[config.mk]
export PLATFORM = sky130hd
export DESIGN_NAME = cai_host_ring
export DESIGN_NICKNAME = d
export VERILOG_FILES = /design/src/rtl/cai_host_pkg.sv /design/src/rtl/cai_tag_fifo.sv /design/src/rtl/cai_host_ring.sv
export SDC_FILE = /design/constraint.sdc
export NUM_CORES = 1
export LEC_CHECK = 0
export CAP_MARGIN = 15
export CELL_PAD_IN_SITES_DETAIL_PLACEMENT = 0
export CELL_PAD_IN_SITES_GLOBAL_PLACEMENT = 2
export CORE_ASPECT_RATIO = 2
export CORE_MARGIN = 8
export CORE_UTILIZATION = 40
export CTS_CLUSTER_DIAMETER = 50
export DETAILED_ROUTE_END_ITERATION = 10
export PLACE_DENSITY_LB_ADDON = 0.1
export SLEW_MARGIN = 20
export SYNTH_ARGS = -nofsm -noshare
export SYNTH_HDL_FRONTEND = slang
export SYNTH_SLANG_ARGS = --single-unit
export TNS_END_PERCENT = 1
[constraint.sdc]
create_clock -name clk -period 16.2 [get_ports clk]
set_clock_uncertainty 0.15 [all_clocks]
set_input_delay 4.05 -clock clk [delete_from_list [all_inputs] [get_ports clk]]
set_output_delay 4.05 -clock clk [all_outputs]
set_load 0.02 [all_outputs]
[src/rtl/cai_host_pkg.sv]
`default_nettype none
// ============================================================================
// Module      : cai_host_pkg
// Description : Shared types and constants for the CAI host submit/retire ring.
// Revision    : 1.0 - initial release
// ============================================================================
package cai_host_pkg;

    // Submit sequencer states: grant, descriptor write, doorbell high, doorbell low
    typedef enum logic [1:0] {
        ST_IDLE    = 2'd0,
        ST_WRITE   = 2'd1,
        ST_BELL_HI = 2'd2,
        ST_BELL_LO = 2'd3
    } submit_state_t;

    // Status reported for a job retired by the watchdog
    localparam logic [15:0] C_TIMEOUT_STATUS = 16'hFFFF;

    // Index width for n items, never below one bit
    function automatic int clog2_min1(input int n);
        return (n > 1) ? $clog2(n) : 1;
    endfunction

endpackage
`default_nettype wire

[src/rtl/cai_tag_fifo.sv]
`default_nettype none
// ============================================================================
// Module      : cai_tag_fifo
// Description : In-order retire FIFO holding {tag, channel} per submitted job.
//               Head is visible combinationally; push and pop may coincide.
// Revision    : 1.0 - initial release
// ============================================================================
module cai_tag_fifo #(
    parameter int DEPTH = 4,
    parameter int WIDTH = 33
) (
    input  logic             clk,
    input  logic             rst,
    input  logic             i_push,
    input  logic [WIDTH-1:0] i_push_data,
    input  logic             i_pop,
    output logic [WIDTH-1:0] o_head,
    output logic             o_full,
    output logic             o_empty
);

    localparam int PTR_W = (DEPTH > 1) ? $clog2(DEPTH) : 1;
    localparam int CNT_W = $clog2(DEPTH) + 1;

    logic [WIDTH-1:0] r_mem [DEPTH];
    logic [PTR_W-1:0] r_wr_ptr;
    logic [PTR_W-1:0] r_rd_ptr;
    logic [CNT_W-1:0] r_count;
    logic             w_push;
    logic             w_pop;

    assign o_full  = (r_count == CNT_W'(DEPTH));
    assign o_empty = (r_count == '0);
    assign o_head  = r_mem[r_rd_ptr];
    assign w_pop   = i_pop && !o_empty;
    // A full FIFO still accepts a push when the head leaves in the same cycle
    assign w_push  = i_push && (!o_full || w_pop);

    // Storage, pointers and occupancy
    always_ff @(posedge clk) begin
        if (rst) begin
            for (int i = 0; i < DEPTH; i++) begin
                r_mem[i] <= '0;
            end
            r_wr_ptr <= '0;
            r_rd_ptr <= '0;
            r_count  <= '0;
        end else begin
            if (w_push) begin
                r_mem[r_wr_ptr] <= i_push_data;
                r_wr_ptr <= (r_wr_ptr == PTR_W'(DEPTH - 1)) ? '0 : r_wr_ptr + PTR_W'(1);
            end
            if (w_pop) begin
                r_rd_ptr <= (r_rd_ptr == PTR_W'(DEPTH - 1)) ? '0 : r_rd_ptr + PTR_W'(1);
            end
            case ({w_push, w_pop})
                2'b10:   r_count <= r_count + CNT_W'(1);
                2'b01:   r_count <= r_count - CNT_W'(1);
                default: r_count <= r_count;
            endcase
        end
    end

endmodule
`default_nettype wire

[src/rtl/cai_host_ring.sv]
`default_nettype none
// ============================================================================
// Module      : cai_host_ring
// Description : Host side of the CAI submit/completion ring. Arbitrates
//               requester channels, writes descriptors, rings the doorbell,
//               retires completions in order and watches for stalled jobs.
// Revision    : 1.0 - initial release
// ============================================================================
module cai_host_ring
    import cai_host_pkg::*;
#(
    parameter int               NUM_CH         = 2,
    parameter int               RING_DEPTH     = 4,
    parameter int               TIMEOUT_CYCLES = 20000,
    parameter int               TAG_W          = 32,
    parameter logic [TAG_W-1:0] TAG_INIT       = TAG_W'(1)
) (
    input  logic                                 clk,
    input  logic                                 rst,
    input  logic [NUM_CH-1:0]                    ch_req_valid,
    output logic [NUM_CH-1:0]                    ch_req_ready,
    output logic                                 sub_wr_valid,
    output logic [clog2_min1(RING_DEPTH)-1:0]    sub_wr_slot,
    output logic [TAG_W-1:0]                     sub_wr_tag,
    output logic [clog2_min1(NUM_CH)-1:0]        sub_wr_ch,
    input  logic                                 sub_wr_done,
    output logic                                 submit_doorbell,
    input  logic                                 comp_valid,
    input  logic [TAG_W-1:0]                     comp_tag,
    input  logic [15:0]                          comp_status,
    output logic                                 done_valid,
    output logic [clog2_min1(NUM_CH)-1:0]        done_ch,
    output logic [TAG_W-1:0]                     done_tag,
    output logic [15:0]                          done_status,
    output logic [$clog2(RING_DEPTH):0]          outstanding,
    output logic                                 err_tag,
    output logic                                 err_timeout,
    output logic                                 err_spurious,
    input  logic                                 err_clr
);

    localparam int SLOT_W = clog2_min1(RING_DEPTH);
    localparam int CH_W   = clog2_min1(NUM_CH);
    localparam int CNT_W  = $clog2(RING_DEPTH) + 1;
    localparam int TO_W   = $clog2(TIMEOUT_CYCLES + 1);
    localparam int ENT_W  = TAG_W + CH_W;

    submit_state_t     r_state;
    submit_state_t     w_state_nxt;

    logic [CH_W-1:0]   r_rr_ptr;
    logic [CH_W-1:0]   w_cand;
    logic [CH_W-1:0]   w_grant_ch;
    logic              w_found;
    logic              w_grant_en;
    logic              w_accept;

    logic [TAG_W-1:0]  r_tag;
    logic [TAG_W-1:0]  r_wr_tag;
    logic [CH_W-1:0]   r_wr_ch;
    logic [SLOT_W-1:0] r_submit_idx;
    logic [SLOT_W-1:0] r_wr_slot;
    logic [CNT_W-1:0]  r_outstanding;
    logic [TO_W-1:0]   r_to_cnt;

    logic              r_err_tag;
    logic              r_err_timeout;
    logic              r_err_spurious;
    logic              w_err_any;

    logic              r_done_valid;
    logic [CH_W-1:0]   r_done_ch;
    logic [TAG_W-1:0]  r_done_tag;
    logic [15:0]       r_done_status;

    logic [ENT_W-1:0]  w_fifo_head;
    logic              w_fifo_full;
    logic              w_fifo_empty;
    logic [TAG_W-1:0]  w_head_tag;
    logic [CH_W-1:0]   w_head_ch;
    logic              w_comp_retire;
    logic              w_spurious;
    logic              w_to_fire;
    logic              w_retire;
    logic              w_tag_mismatch;

    assign w_err_any  = r_err_tag | r_err_timeout | r_err_spurious;
    // Grants need an idle sequencer, a free ring slot and a clean error state
    assign w_grant_en = (r_state == ST_IDLE) && !rst && !w_err_any && !w_fifo_full;
    assign w_accept   = w_found;

    assign w_head_tag     = w_fifo_head[ENT_W-1:CH_W];
    assign w_head_ch      = w_fifo_head[CH_W-1:0];
    assign w_comp_retire  = comp_valid && !w_fifo_empty;
    assign w_spurious     = comp_valid && w_fifo_empty;
    assign w_to_fire      = !comp_valid && !w_fifo_empty && (r_to_cnt == TO_W'(TIMEOUT_CYCLES - 1));
    assign w_retire       = w_comp_retire || w_to_fire;
    assign w_tag_mismatch = w_comp_retire && (comp_tag != w_head_tag);

    assign sub_wr_slot  = r_wr_slot;
    assign sub_wr_tag   = r_wr_tag;
    assign sub_wr_ch    = r_wr_ch;
    assign done_valid   = r_done_valid;
    assign done_ch      = r_done_ch;
    assign done_tag     = r_done_tag;
    assign done_status  = r_done_status;
    assign outstanding  = r_outstanding;
    assign err_tag      = r_err_tag;
    assign err_timeout  = r_err_timeout;
    assign err_spurious = r_err_spurious;

    // Round-robin search starting at the channel after the last grant
    always_comb begin
        ch_req_ready = '0;
        w_grant_ch   = '0;
        w_found      = 1'b0;
        w_cand       = '0;
        if (w_grant_en) begin
            for (int k = 0; k < NUM_CH; k++) begin
                w_cand = CH_W'((int'(r_rr_ptr) + k) % NUM_CH);
                if (!w_found && ch_req_valid[w_cand]) begin
                    w_found    = 1'b1;
                    w_grant_ch = w_cand;
                end
            end
            if (w_found) begin
                ch_req_ready[w_grant_ch] = 1'b1;
            end
        end
    end

    // Submit sequencer state register
    always_ff @(posedge clk) begin
        if (rst) begin
            r_state <= ST_IDLE;
        end else begin
            r_state <= w_state_nxt;
        end
    end

    // Submit sequencer next state and write/doorbell strobes
    always_comb begin
        w_state_nxt     = r_state;
        sub_wr_valid    = 1'b0;
        submit_doorbell = 1'b0;
        case (r_state)
            ST_IDLE: begin
                if (w_accept) begin
                    w_state_nxt = ST_WRITE;
                end
            end
            ST_WRITE: begin
                sub_wr_valid = 1'b1;
                if (sub_wr_done) begin
                    w_state_nxt = ST_BELL_HI;
                end
            end
            ST_BELL_HI: begin
                submit_doorbell = 1'b1;
                w_state_nxt     = ST_BELL_LO;
            end
            ST_BELL_LO: begin
                w_state_nxt = ST_IDLE;
            end
            default: begin
                w_state_nxt = ST_IDLE;
            end
        endcase
    end

    // Latch descriptor fields and advance tag, slot index and arbitration on accept
    always_ff @(posedge clk) begin
        if (rst) begin
            r_tag        <= TAG_INIT;
            r_wr_tag     <= '0;
            r_wr_ch      <= '0;
            r_wr_slot    <= '0;
            r_submit_idx <= '0;
            r_rr_ptr     <= '0;
        end else if (w_accept) begin
            r_wr_tag     <= r_tag;
            r_wr_ch      <= w_grant_ch;
            r_wr_slot    <= r_submit_idx;
            r_submit_idx <= (r_submit_idx == SLOT_W'(RING_DEPTH - 1)) ? '0 : r_submit_idx + SLOT_W'(1);
            // Tag zero is reserved, so the counter wraps from all-ones to one
            r_tag        <= (r_tag == '1) ? TAG_W'(1) : r_tag + TAG_W'(1);
            r_rr_ptr     <= (w_grant_ch == CH_W'(NUM_CH - 1)) ? '0 : w_grant_ch + CH_W'(1);
        end
    end

    // Outstanding job count: accept and retire in the same cycle cancel
    always_ff @(posedge clk) begin
        if (rst) begin
            r_outstanding <= '0;
        end else begin
            case ({w_accept, w_retire})
                2'b10:   r_outstanding <= r_outstanding + CNT_W'(1);
                2'b01:   r_outstanding <= r_outstanding - CNT_W'(1);
                default: r_outstanding <= r_outstanding;
            endcase
        end
    end

    // Watchdog: counts consecutive cycles with work pending and no completion
    always_ff @(posedge clk) begin
        if (rst) begin
            r_to_cnt <= '0;
        end else if (comp_valid || w_fifo_empty || w_to_fire) begin
            r_to_cnt <= '0;
        end else begin
            r_to_cnt <= r_to_cnt + TO_W'(1);
        end
    end

    // Retire pulse one cycle after the head leaves the FIFO
    always_ff @(posedge clk) begin
        if (rst) begin
            r_done_valid  <= 1'b0;
            r_done_ch     <= '0;
            r_done_tag    <= '0;
            r_done_status <= '0;
        end else begin
            r_done_valid <= w_retire;
            if (w_retire) begin
                r_done_ch     <= w_head_ch;
                r_done_tag    <= w_head_tag;
                r_done_status <= w_comp_retire ? comp_status : C_TIMEOUT_STATUS;
            end
        end
    end

    // Sticky error flags; clearing wins over a simultaneous set
    always_ff @(posedge clk) begin
        if (rst || err_clr) begin
            r_err_tag      <= 1'b0;
            r_err_timeout  <= 1'b0;
            r_err_spurious <= 1'b0;
        end else begin
            r_err_tag      <= r_err_tag      | w_tag_mismatch;
            r_err_timeout  <= r_err_timeout  | w_to_fire;
            r_err_spurious <= r_err_spurious | w_spurious;
        end
    end

    cai_tag_fifo #(
        .DEPTH (RING_DEPTH),
        .WIDTH (ENT_W)
    ) u_tag_fifo (
        .clk         (clk),
        .rst         (rst),
        .i_push      (w_accept),
        .i_push_data ({r_tag, w_grant_ch}),
        .i_pop       (w_retire),
        .o_head      (w_fifo_head),
        .o_full      (w_fifo_full),
        .o_empty     (w_fifo_empty)
    );

endmodule
`default_nettype wire

==> flow_metrics.tcl, run 1 <==
set metrics [dict create \
    status "finished clean" \
    synth_fp_nets 1105 \
    routed_wl_mm 33.1 \
    remaining_drc_errors 0 \
    r2r-start "err_tag" \
    first_global_vias 8394 \
    arrival_ps 6480 \
    fmax_ghz 0.0936 \
    die-area_mm2 0.0360 \
    layout_common_cells "151 x dfxtp_1, 148 x clkdlybuf4s50_1, 132 x edfxtp_1, 125 x and2_1, 94 x nand2_1" \
    hp-class "register to register" \
    rows 89 \
    cts-root-buf "clkbuf_16" \
    htreeDepth 1 \
    r2r-end "u_tag_fifo.r_mem[0][17]" \
    mostFrequentLayoutCell "dfxtp_1" \
    required_ps 12000 \
    ys_ff_latch 284 \
    cp_max_fo 63 \
    ant_nets 0 \
    drtPass1Iterations 4 \
    insertion_delay_ps 540 \
    fillers 2726 \
    cts_made_buffers 27 \
    fin_util_pct 49.5 \
    hold_viol_final 0 \
    maxCapViolations 0 \
    p_per_area_mw_per_mm2 144 \
    syn_to_final_growth_pct 22.3 \
    clockBufferDepth 3 \
    rsz0062_at_grt "false" \
    place.gp.congestion 0.762 \
    wire_per_inst_um 21.3 \
    post-cts-setup-buffers 0 \
    numClockSinks 284 \
    fin_crit_ps 10680 \
    start_util_pct 40.5 \
    fin_ws_ps 5520 \
    synth_top_area_share_pct 33.2 \
    grt_max_degree 64 \
    netlist_area_mm2 0.0119 \
    yosys_warnings 0 \
    post_cts_resized 0 \
    place_hpwl_mm 23.1 \
    antenna_found_initial 0 \
    seqCellArea_mm2 0.00701 \
    cts_hold_repair.buffers 0 \
    pre_cts_ws_ps 5480 \
    synth.area.top_cells "edfxtp_1 33%, dfxtp_1 25%, and2_1 6.5%" \
    min-delay-start "done_tag[23]" \
    fin_nets 1234 \
    min_path_cells 2 \
    yosysTopAreaCell "edfxtp_1" \
    drt_iter0_drc 285 \
    synthCells 1037 \
    synth-main-ff-cell "dfxtp_1" \
    ys_types 51 \
    ioPinCount 150 \
    gr-total-overflow 0 \
    tns_ps 0 \
    worst_slew_pin_slew_ps 1090 \
    coreArea_mm2 0.0295 \
    port_buffers 149 \
    grt_pass1_wl_mm 50.6 \
    ir_drop_mv 0.0791 \
    layout-drive-gt1-share_pct 9.19 \
    finalPower_w 0.00211 \
    die_width_um 138 \
    placed_area_mm2 0.0137 \
    hold_end "done_tag[23]" \
    path_clk_slew_ps 60 \
    r2r_cells 8 \
    die_h_um 260 \
    p_leak_nw 5.42 \
    multiInputGateArea_mm2 0.00461 \
    avgSynthCellArea_um2 11.5 \
    max_slew_margin_pct 27.1 \
    async_reset_ff_share_pct 0 \
    cp-end-kind "primary output" \
    yosysSeqAreaShare_pct 58.6 \
    crit_path_start "rst" \
    synth-edff-count 132 \
    viasPerCell 5.13 \
    grtUsageTotal_pct 18.2 \
    num_vias 7951 \
    crit_type "input pin to primary output" \
    tritoncts "yes" \
    diodes 0 \
    cp-start-kind "input pin" \
    rrSetupSlack_ps 12300 \
    slew_viol_final 0 \
    setup-violations-final 0 \
    post-route-period-util_pct 65.9 \
    final_area_mm2 0.0146 \
]
sequential cells by signal (all words and copies together) (netlist names), 3 cells and up, named ones only:
name / flops
u_tag_fifo.r_mem: 132
u_tag_fifo.r_count: 3
sub_wr_tag: 32
r_tag: 32
done_status: 16
outstanding: 3
done_tag: 32
r_to_cnt: 15
worst max path at each step:
stage | end | slack (ps) | cells after the start
after floorplan | ch_req_ready[0] | 6440 | 8
final | ch_req_ready[0] | 5520 | 8
after global placement | ch_req_ready[0] | 5550 | 8
after CTS | ch_req_ready[0] | 5480 | 8
after global routing | ch_req_ready[0] | 5390 | 8
after detailed placement | ch_req_ready[0] | 5480 | 8
worst max-delay path, cell delays in order:
cell and delay [ps]:
buf_2 100, buf_4 230, nor4_2 420, o2111a_2 250, buf_4 530, inv_1 140, nor2_1 120, clkdlybuf4s50_1 620
cell type report:
type,instances,share of cell area [%]
flip-flops and latches,284,47.9
clock inverters,11,0.736
clock buffers,38,5.26
well taps,364,3.12
repair buffers,163,10.9
multi-input cells,669,31.5
inverters,21,0.539
cell families after synthesis:
logic type                 synth area share [%]
and+or+nand+nor                            19.7
adders and majority gates                  1.49
xor gates and xnor gates                   5.06
muxes                                      6.28
DFF                                        58.6
AOI/OAI and AO/OA                          5.92
buffers and inverters                      2.87
Yosys cell counts (5+ instances only):
| cell type | number |
|---|---|
| buf_1 | 5 |
| and2_1 | 125 |
| mux4_2 | 32 |
| a21oi_1 | 52 |
| or3_1 | 7 |
| nor2_1 | 74 |
| nand2_1 | 94 |
| inv_1 | 20 |
| o21ai_0 | 10 |
| or4_1 | 6 |
| edfxtp_1 | 132 |
| nor4_1 | 5 |
| xnor2_1 | 41 |
| clkbuf_1 | 38 |
| o31ai_1 | 7 |
| and3_1 | 9 |
| nand3_1 | 21 |
| xor2_1 | 28 |
| buf_2 | 19 |
| ha_1 | 11 |
| nand4_1 | 26 |
| nor3_1 | 43 |
| and4_1 | 6 |
| dfxtp_1 | 152 |
| a21o_1 | 34 |
report_power, final:
part	switching [W]	internal, W
Sequential	0.0000494	0.000847
Clock	0.000271	0.000363
Combinational	0.000350	0.000230
Total	0.000671	0.00144
metrics by stage:
step	cells	hold slack, ps
2_1_floorplan	1037	276
3_3_place_gp	1501	283
3_5_place_dp	1501	290
4_1_cts	1550	303
5_1_grt	1550	315
6_report	1550	299
layer usage:
layer  share of wire, %  track usage, %  vias to the layer above
met3                3.2            2.62                       45
li1                   -               -                     3899
met4                3.0            6.77                        0
met5                  0               0                        -
met1                 36            17.8                     3857
met2                 58            36.9                      150
Note: power is estimated with default switching activity, not from simulation.
==> inputs of run 2 (changes only) <==
--- a/config.mk
+++ b/config.mk
@@ -10,7 +10,7 @@
 export CELL_PAD_IN_SITES_GLOBAL_PLACEMENT = 2
 export CORE_ASPECT_RATIO = 2
 export CORE_MARGIN = 8
-export CORE_UTILIZATION = 40
+export CORE_UTILIZATION = 33
 export CTS_CLUSTER_DIAMETER = 50
 export DETAILED_ROUTE_END_ITERATION = 10
 export PLACE_DENSITY_LB_ADDON = 0.1
==> constraint.sdc (replaced) <==
create_clock -name clk -period 9.8 [get_ports clk]
set_clock_uncertainty 0.15 [all_clocks]
set_input_delay 2.45 -clock clk [delete_from_list [all_inputs] [get_ports clk]]
set_output_delay 2.45 -clock clk [all_outputs]
set_load 0.02 [all_outputs]
==> flow_metrics.tcl, run 2 (synthesized netlist as in run 1, its figures left out) <==
set metrics [dict create \
    pre_cts_ws_ps 2500 \
    p_leak_nw 5.46 \
    crit_path_frequent_cell "buf_4" \
    place_hpwl_mm 24.1 \
    cts-root-buf "clkbuf_16" \
    htreeDepth 1 \
    drtPass1Iterations 4 \
    r2r_cells 12 \
    cpMaxStageDelayCell "clkdlybuf4s50_1" \
    port_buffers 149 \
    tritoncts "yes" \
    drt_iter0_drc 323 \
    worstPathCellList "buf_2, buf_4, nor4_2, o2111a_2, inv_1, buf_4, nor2_1, clkdlybuf4s50_1" \
    post-cts-setup-buffers 0 \
    maxCapViolations 0 \
    fin_util_pct 41.5 \
    place.gp.congestion 0.784 \
    multiInputGateArea_mm2 0.00461 \
    start_util_pct 33.5 \
    pwr-share-comb_pct 27.3 \
    r2r-end "u_tag_fifo.r_count[2]" \
    worst_slew_pin_slew_ps 1040 \
    grt_use_met2_pct 31.5 \
    switching_share_pct 32.1 \
    fmax_ghz 0.138 \
    post_cts_resized 0 \
    seqCellArea_mm2 0.00701 \
    gr-usage-met1_pct 17.7 \
    die-area_mm2 0.0429 \
    status "finished clean" \
    setup-violations-final 0 \
    cts_hold_repair.buffers 0 \
    rsz0062_at_grt "false" \
    critPathTopFamily "buffers and inverters" \
    min_path_cells 2 \
    cp_max_fo 36 \
    grtUsageTotal_pct 16.5 \
    tns_ps 0 \
    die_width_um 151 \
    p_seq_share_pct 41.5 \
    max_slew_margin_pct 30.7 \
    required_ps 7200 \
    numClockSinks 284 \
    hp-class "register to register" \
    fin_ws_ps 2570 \
    slew_viol_final 0 \
    rrSetupSlack_ps 6300 \
    mostFrequentLayoutCell "dfxtp_1" \
    fin_nets 1238 \
    syn_to_final_growth_pct 24.0 \
    remaining_drc_errors 0 \
    hold_viol_final 0 \
    ioPinCount 150 \
    coreArea_mm2 0.0357 \
    diodes 0 \
    crit_path_start "rst" \
    crit_type "input pin to primary output" \
    cp-end-kind "primary output" \
    routed_wl_mm 35.3 \
    viasPerCell 4.83 \
    largest_reg_flops 132 \
    insertion_delay_ps 560 \
    die_h_um 285 \
    layout_common_cells "151 x dfxtp_1, 148 x clkdlybuf4s50_1, 132 x edfxtp_1, 125 x and2_1, 94 x nand2_1" \
    hold_end "done_tag[8]" \
    p_sw_w 0.00115 \
    grt_max_degree 62 \
    grt.met3_usage_pct 2.38 \
    clockBufferDepth 3 \
    fillers 3499 \
    num_vias 7923 \
    fin_crit_ps 7230 \
    min-delay-start "done_tag[8]" \
    grt_pass1_wl_mm 53.3 \
    max_stage_delay_ps 610 \
    cts_made_buffers 29 \
    cp.buffers_inverters 5 \
    r2r-start "r_to_cnt[0]" \
    rows 98 \
    post-route-period-util_pct 73.8 \
    ir_drop_mv 0.140 \
    gr-total-overflow 0 \
    path_clk_slew_ps 60 \
    wire_per_inst_um 21.5 \
    arrival_ps 4630 \
    top_register "u_tag_fifo.r_mem" \
    cp-start-kind "input pin" \
    first_global_vias 8481 \
    power.internal_w 0.00242 \
    ant_nets 0 \
    p_per_area_mw_per_mm2 241 \
    layout-drive-gt1-share_pct 9.56 \
    clkPwrFrac_pct 31.2 \
    antenna_found_initial 0 \
    top_usage_layer "met2" \
]
-- run 2: cell types whose count changed in the layout (fill, tap and decap cells not counted), sizes merged --
| cell | delta |
|---|---|
| clkbuf | +2 |
| buf | +2 |
| inv | +1 |
| clkinvlp | +1 |
-- run 2: power by group through the flow --
stage / registers [W] / logic (W) / clock network (W)
finish: 0.00148 / 0.000974 / 0.00111
CTS: 0.00148 / 0.00101 / 0.00115
detailed placement: 0.00151 / 0.00101 / 0
global placement: 0.00151 / 0.00100 / 0
floorplan: 0.00155 / 0.000540 / 0
global route: 0.00150 / 0.00107 / 0.00120
-- run 2: worst max-delay path by stage --
stage	to	slack, ps	cells past startpoint
after detailed placement	ch_req_ready[0]	2500	8
after global routing	ch_req_ready[0]	2430	8
after global placement	ch_req_ready[0]	2540	8
after floorplan	ch_req_ready[0]	3240	8
after CTS	ch_req_ready[0]	2490	8
final	ch_req_ready[0]	2570	8
-- run 2: through the flow --
step	cells	power (W)	instance area (um^2)	hold WS, ps
after detailed placement	1589	0.00252	13900	290
after CTS	1642	0.00365	14800	302
after floorplan	1037	0.00209	11900	276
after global routing	1642	0.00376	14800	320
final	1642	0.00357	14800	298
after global placement	1589	0.00251	13900	286
-- run 2: layout make-up --
type                    count  area share, %
repair buffers            165           10.8
multi-input cells         669           31.1
clock inverters            13          0.853
inverters                  21          0.532
clock buffers              40           5.52
flip-flops and latches    284           47.3
well taps                 450           3.80
-- run 2: metal layers --
metal / vias up / routed length (um)
li1: 3907 / -
met1: 3805 / 13100
met2: 165 / 19400
met3: 46 / 1680
met4: 0 / 1040
met5: - / 0
-- run 2: worst reg2reg max path, cell delays in order, from the launching register on --
cell and delay [ps]:
dfxtp_1 380, ha_1 230, and4_1 300, nand4_1 280, a21o_1 290, clkinv_1 170
buf_4 340, ha_1 250, inv_1 60, fa_1 370, xor2_1 150, or3_1 310
a21oi_1 140
